--- config.mk ---
export PLATFORM = sky130hd
export DESIGN_NAME = mult_seq_ctrl
export DESIGN_NICKNAME = d
export VERILOG_FILES = /design/src/rtl/mult_pkg.sv /design/src/rtl/mult4x4.sv /design/src/rtl/mult_seq_ctrl.sv
export SDC_FILE = /design/constraint.sdc
export NUM_CORES = 1
export LEC_CHECK = 0
export CAP_MARGIN = 20
export CORE_MARGIN = 4
export CORE_UTILIZATION = 50
export CTS_CLUSTER_SIZE = 20
export DETAILED_ROUTE_END_ITERATION = 16
export PLACE_DENSITY = 0.75
export SETUP_SLACK_MARGIN = 0.2
export SYNTH_ARGS = -nofsm -noshare
export SYNTH_HDL_FRONTEND = slang
export SYNTH_SLANG_ARGS = --single-unit
--- constraint.sdc ---
create_clock -name clk -period 14.7 [get_ports clk]
set_input_delay 4.41 -clock clk [delete_from_list [all_inputs] [get_ports clk]]
set_output_delay 4.41 -clock clk [all_outputs]
set_load 0.03 [all_outputs]
--- src/rtl/mult_pkg.sv ---
// Shared constants for the sequential 8x8 multiplier: FSM states and the
// per-step alignment of each 4x4 partial product.
package mult_pkg;

    typedef enum logic [1:0] {
        IDLE = 2'd0,
        CALC = 2'd1,
        DONE = 2'd2
    } state_t;

    // Left shift applied to the partial product of each step
    localparam int unsigned SHIFT_S0 = 0;
    localparam int unsigned SHIFT_S1 = 4;
    localparam int unsigned SHIFT_S2 = 4;
    localparam int unsigned SHIFT_S3 = 8;

    // Zero-extend an 8-bit partial product and align it for the given step
    function automatic logic [15:0] align_partial(input logic [7:0] p, input logic [1:0] s);
        logic [15:0] ext;
        ext = {8'h00, p};
        case (s)
            2'd0:    align_partial = ext << SHIFT_S0;
            2'd1:    align_partial = ext << SHIFT_S1;
            2'd2:    align_partial = ext << SHIFT_S2;
            default: align_partial = ext << SHIFT_S3;
        endcase
    endfunction

endpackage

--- src/rtl/mult4x4.sv ---
// Combinational 4x4 unsigned multiplier shared across the four steps.
module mult4x4 (
    input  logic [3:0] a,
    input  logic [3:0] b,
    output logic [7:0] p
);

    // Full 8-bit product of two nibbles
    always_comb begin
        p = {4'h0, a} * {4'h0, b};
    end

endmodule

--- src/rtl/mult_seq_ctrl.sv ---
// Sequential 8x8 unsigned multiplier: one 4x4 partial product per cycle
// over four CALC steps, accumulated into the product register.
module mult_seq_ctrl
    import mult_pkg::*;
#(
    parameter int CLR_ON_START = 1
) (
    input  logic        clk,
    input  logic        aclr,
    input  logic        start,
    input  logic [7:0]  dataa,
    input  logic [7:0]  datab,
    output logic        busy,
    output logic        done,
    output logic [15:0] product,
    output logic [1:0]  step
);

    state_t      state;
    state_t      next_state;
    logic [1:0]  step_q;
    logic [7:0]  a_q;
    logic [7:0]  b_q;
    logic [15:0] acc;
    logic [3:0]  nib_a;
    logic [3:0]  nib_b;
    logic [7:0]  partial;
    logic        accept;

    // Step bit 1 selects the high nibble of a, bit 0 the high nibble of b
    always_comb begin
        nib_a = step_q[1] ? a_q[7:4] : a_q[3:0];
        nib_b = step_q[0] ? b_q[7:4] : b_q[3:0];
    end

    mult4x4 u_mult (
        .a (nib_a),
        .b (nib_b),
        .p (partial)
    );

    // Next-state logic and decoded outputs
    always_comb begin
        next_state = state;
        accept     = 1'b0;
        busy       = 1'b0;
        done       = 1'b0;
        case (state)
            IDLE: begin
                if (start) begin
                    accept     = 1'b1;
                    next_state = CALC;
                end
            end
            CALC: begin
                busy = 1'b1;
                if (step_q == 2'd3) begin
                    next_state = DONE;
                end
            end
            DONE: begin
                done = 1'b1;
                if (start) begin
                    accept     = 1'b1;
                    next_state = CALC;
                end else begin
                    next_state = IDLE;
                end
            end
            default: next_state = IDLE;
        endcase
    end

    // State register
    always_ff @(posedge clk or posedge aclr) begin
        if (aclr) begin
            state <= IDLE;
        end else begin
            state <= next_state;
        end
    end

    // Operand capture, step counter and accumulator; the counter wraps
    // 3 -> 0 on the last CALC cycle so it already reads 0 in DONE
    always_ff @(posedge clk or posedge aclr) begin
        if (aclr) begin
            a_q    <= '0;
            b_q    <= '0;
            step_q <= '0;
            acc    <= '0;
        end else if (accept) begin
            a_q    <= dataa;
            b_q    <= datab;
            step_q <= '0;
            if (CLR_ON_START != 0) begin
                acc <= '0;
            end
        end else if (state == CALC) begin
            acc    <= acc + align_partial(partial, step_q);
            step_q <= step_q + 2'd1;
        end
    end

    assign product = acc;
    assign step    = step_q;

endmodule

==> results.json <==
{
  "status": "completed",
  "fp-row-count": 26,
  "vias": 2322,
  "synth_cells": 322,
  "wl_per_cell_um": 13.7,
  "criticalPathCategory": "reg -> out",
  "fill_cells": 476,
  "drt_iter0_drc": 133,
  "worst_slew_pin_slew_ns": 0.611,
  "antenna_found_initial": 0,
  "tns_ns": 0,
  "clockBufferDepth": 2,
  "cts_hold_buf": 0,
  "yosysWarnings": 0,
  "portBuffers": 38,
  "setup_slack_ns": 8.60,
  "final-hold-violation-count": 0,
  "viasPerCell": 5.38,
  "rr_endpoint": "product[14]$_DFFE_PP0P_",
  "period_share_pct": 41.5,
  "die_h_um": 82.1,
  "grt_pass1_vias": 2168,
  "coreArea_um2": 5200,
  "dp_hpwl_um": 4500,
  "reg2reg_setup_slack_ns": 9.23,
  "cts.sinks": 36,
  "hold_path.startpoint": "b_q[0]$_DFFE_PP0P_",
  "post-route-util_pct": 63.3,
  "cp.depth": 3,
  "slew_viol_final": 0,
  "synth-edff-count": 0,
  "worst-path-buf-inv": 2,
  "post-cts-setup-buffers": 0,
  "avgSynthCellArea_um2": 8.52,
  "synth.distinct_cells": 46,
  "gp_congestion": 0.866,
  "grt_usage_pct": 19.1,
  "cts_tree": "done",
  "skew_ns": 0.00807,
  "nNetsFinal": 415,
  "fin_crit_ns": 6.10,
  "cp_max_fo": 8,
  "cp_data_required_time_ns": 10.29,
  "numCtsBuffers": 5,
  "htreeDepth": 2,
  "fmax_ghz": 0.164,
  "crit_family": "buffers and inverters",
  "synth_fp_nets": 376,
  "synthFlopType": "dfrtp_1",
  "area_growth_pct": 20.2,
  "syn_area_um2": 2740,
  "critical_path.cell_chain": "nand2b_1, inv_2, clkdlybuf4s50_1",
  "firstDrtPassIters": 4,
  "reg2reg_depth": 21,
  "worstSetupEndpointType": "primary output",
  "start_kind": "flip-flop",
  "grt_pass1_wl_um": 9980,
  "worst_hold_path.endpoint": "b_q[0]$_DFFE_PP0P_",
  "grt_overflow_total": 0,
  "drive_above_1_share_pct": 6.08,
  "cap_viol_max_count": 0,
  "synth_seq_area_share_pct": 32.8,
  "num_antenna_cells": 0,
  "synth-seq-cells": 36,
  "max_stage_delay_ns": 0.70,
  "rsz0062_at_grt": "no",
  "root_buffer": "clkbuf_8",
  "die_x_um": 82.1,
  "reg2reg_from": "step[1]$_DFFE_PP0P_",
  "cts.clk_slew.worst_paths_ns": 0.08,
  "holdPathStages": 2,
  "post-place-ws_ns": 8.01,
  "antenna_left": 0,
  "holdWs_ns": 0.482,
  "grt_max_degree": 37,
  "io_pins": 39,
  "relSlewSlack_pct": 59.3,
  "async_reset_ff_share_pct": 100,
  "clock_latency_ns": 0.30,
  "finalSetupViolCount": 0,
  "initial_core_util_pct": 52.7,
  "die_area_um2": 6730,
  "cts_resized": 0,
  "totalWireLength_um": 5910,
  "drc": 0,
  "min_path_type": "reg -> reg",
  "worstPathArrival_ns": 1.69,
  "critPathSlowestCell": "clkdlybuf4s50_1"
}
==> final cells by class <==
| type | instances | area (um2) | area share (%) |
|---|---|---|---|
| multi-input cells | 260 | 1740 | 52.8 |
| repair buffers | 42 | 410 | 12.5 |
| clock buffers | 5 | 68.8 | 2.09 |
| flip-flops and latches | 36 | 901 | 27.3 |
| clock inverters | 3 | 23.8 | 0.721 |
| well taps | 70 | 87.6 | 2.66 |
| inverters | 16 | 62.6 | 1.90 |
==> per-stage QoR <==
step | area [um2] | std cells
4_1_cts | 3290 | 431
6_report | 3300 | 432
5_1_grt | 3300 | 432
2_1_floorplan | 2740 | 322
3_3_place_gp | 3200 | 423
3_5_place_dp | 3200 | 423
==> Yosys cell counts (2+ instances only) <==
cell / count / share of area (%)
and2_1: 4 / 0.91
nor3_1: 5 / 0.91
inv_1: 14 / 1.9
a211oi_1: 3 / 0.82
nor2_1: 35 / 4.8
a21o_1: 6 / 1.6
and3_1: 2 / 0.46
o31ai_1: 2 / 0.55
mux2i_1: 8 / 2.9
nand2_1: 70 / 9.6
nor2b_1: 5 / 1.1
xor2_1: 5 / 1.6
nand2b_1: 4 / 0.91
clkbuf_1: 10 / 1.4
xnor2_1: 9 / 2.9
dfrtp_1: 36 / 33
fa_1: 5 / 3.6
ha_1: 30 / 14
a22o_1: 7 / 2.2
or2_1: 3 / 0.68
o21bai_1: 5 / 1.4
a22oi_1: 4 / 1.1
a21oi_1: 9 / 1.6
o21ai_0: 7 / 1.3
o21ai_1: 13 / 2.4
==> registers in the layout, indices dropped and copies added (netlist names) <==
name / cells
product: 16
a_q: 8
b_q: 8
state: 2
step: 2
==> cell usage in the layout, fill, tap and decap left out, types with 4 or more instances in the layout <==
cell type / n
and2_1: 4
nand2_1: 70
inv_1: 14
nor3_1: 5
mux2i_1: 8
clkbuf_8: 5
o21bai_1: 5
a21oi_1: 9
nor2b_1: 5
o21ai_1: 13
a22oi_1: 4
nand2b_1: 4
ha_1: 30
o21ai_0: 7
a22o_1: 7
a21o_1: 6
xor2_1: 5
fa_1: 5
nor2_1: 35
xnor2_1: 9
buf_4: 4
dfrtp_1: 36
clkdlybuf4s50_1: 38
==> worst reg2reg max path, delay by kind of cell (launching register included) <==
kind,cells,cell delay (ns)
muxes,1,0.28
adders and majority gates,4,1.71
buffers and inverters,1,0.06
and+or+nand+nor,5,0.94
xor gates and xnor gates,1,0.12
AOI/OAI and AO/OA,9,1.70
DFF,1,0.58
==> worst max-delay path by stage <==
| stage | start | to | slack (ns) |
|---|---|---|---|
| 2_1_floorplan | start | product[13]$_DFFE_PP0P_ | 9.18 |
| 3_3_place_gp | start | product[15]$_DFFE_PP0P_ | 8.14 |
| 3_5_place_dp | start | product[15]$_DFFE_PP0P_ | 8.01 |
| 4_1_cts | start | product[15]$_DFFE_PP0P_ | 8.32 |
| 5_1_grt | state[1]$_DFFE_PP0P_ | busy | 8.54 |
| 6_report | state[1]$_DFFE_PP0P_ | busy | 8.60 |
==> cell families (layout without fill, tap and decap cells) <==
logic type               count (synthesis)  count (layout)  synth area share (%)
AND/OR/NAND/NOR                        137             137                  22.1
multiplexers                             9               9                  3.33
AO/OA/AOI/OAI                           65              65                  16.2
buffers and inverters                   26              66                  3.65
XOR/XNOR                                14              14                  4.47
flip-flops                              36              36                  32.8
adder cells (fa/ha/maj)                 35              35                  17.3
==> metal layers <==
metal / track usage, % / part of all wire [%] / vias to the layer above
met1: 26.8 / 49 / 1092
met3: 4.06 / 4.2 / 8
met5: 0 / 0 / -
li1: - / - / 1178
met2: 29.9 / 46 / 44
met4: 5.15 / 1.1 / 0
Power is left out: the tool's default activity adds up to more than one toggle a clock period on the data nets, which glitch-free logic cannot reach.
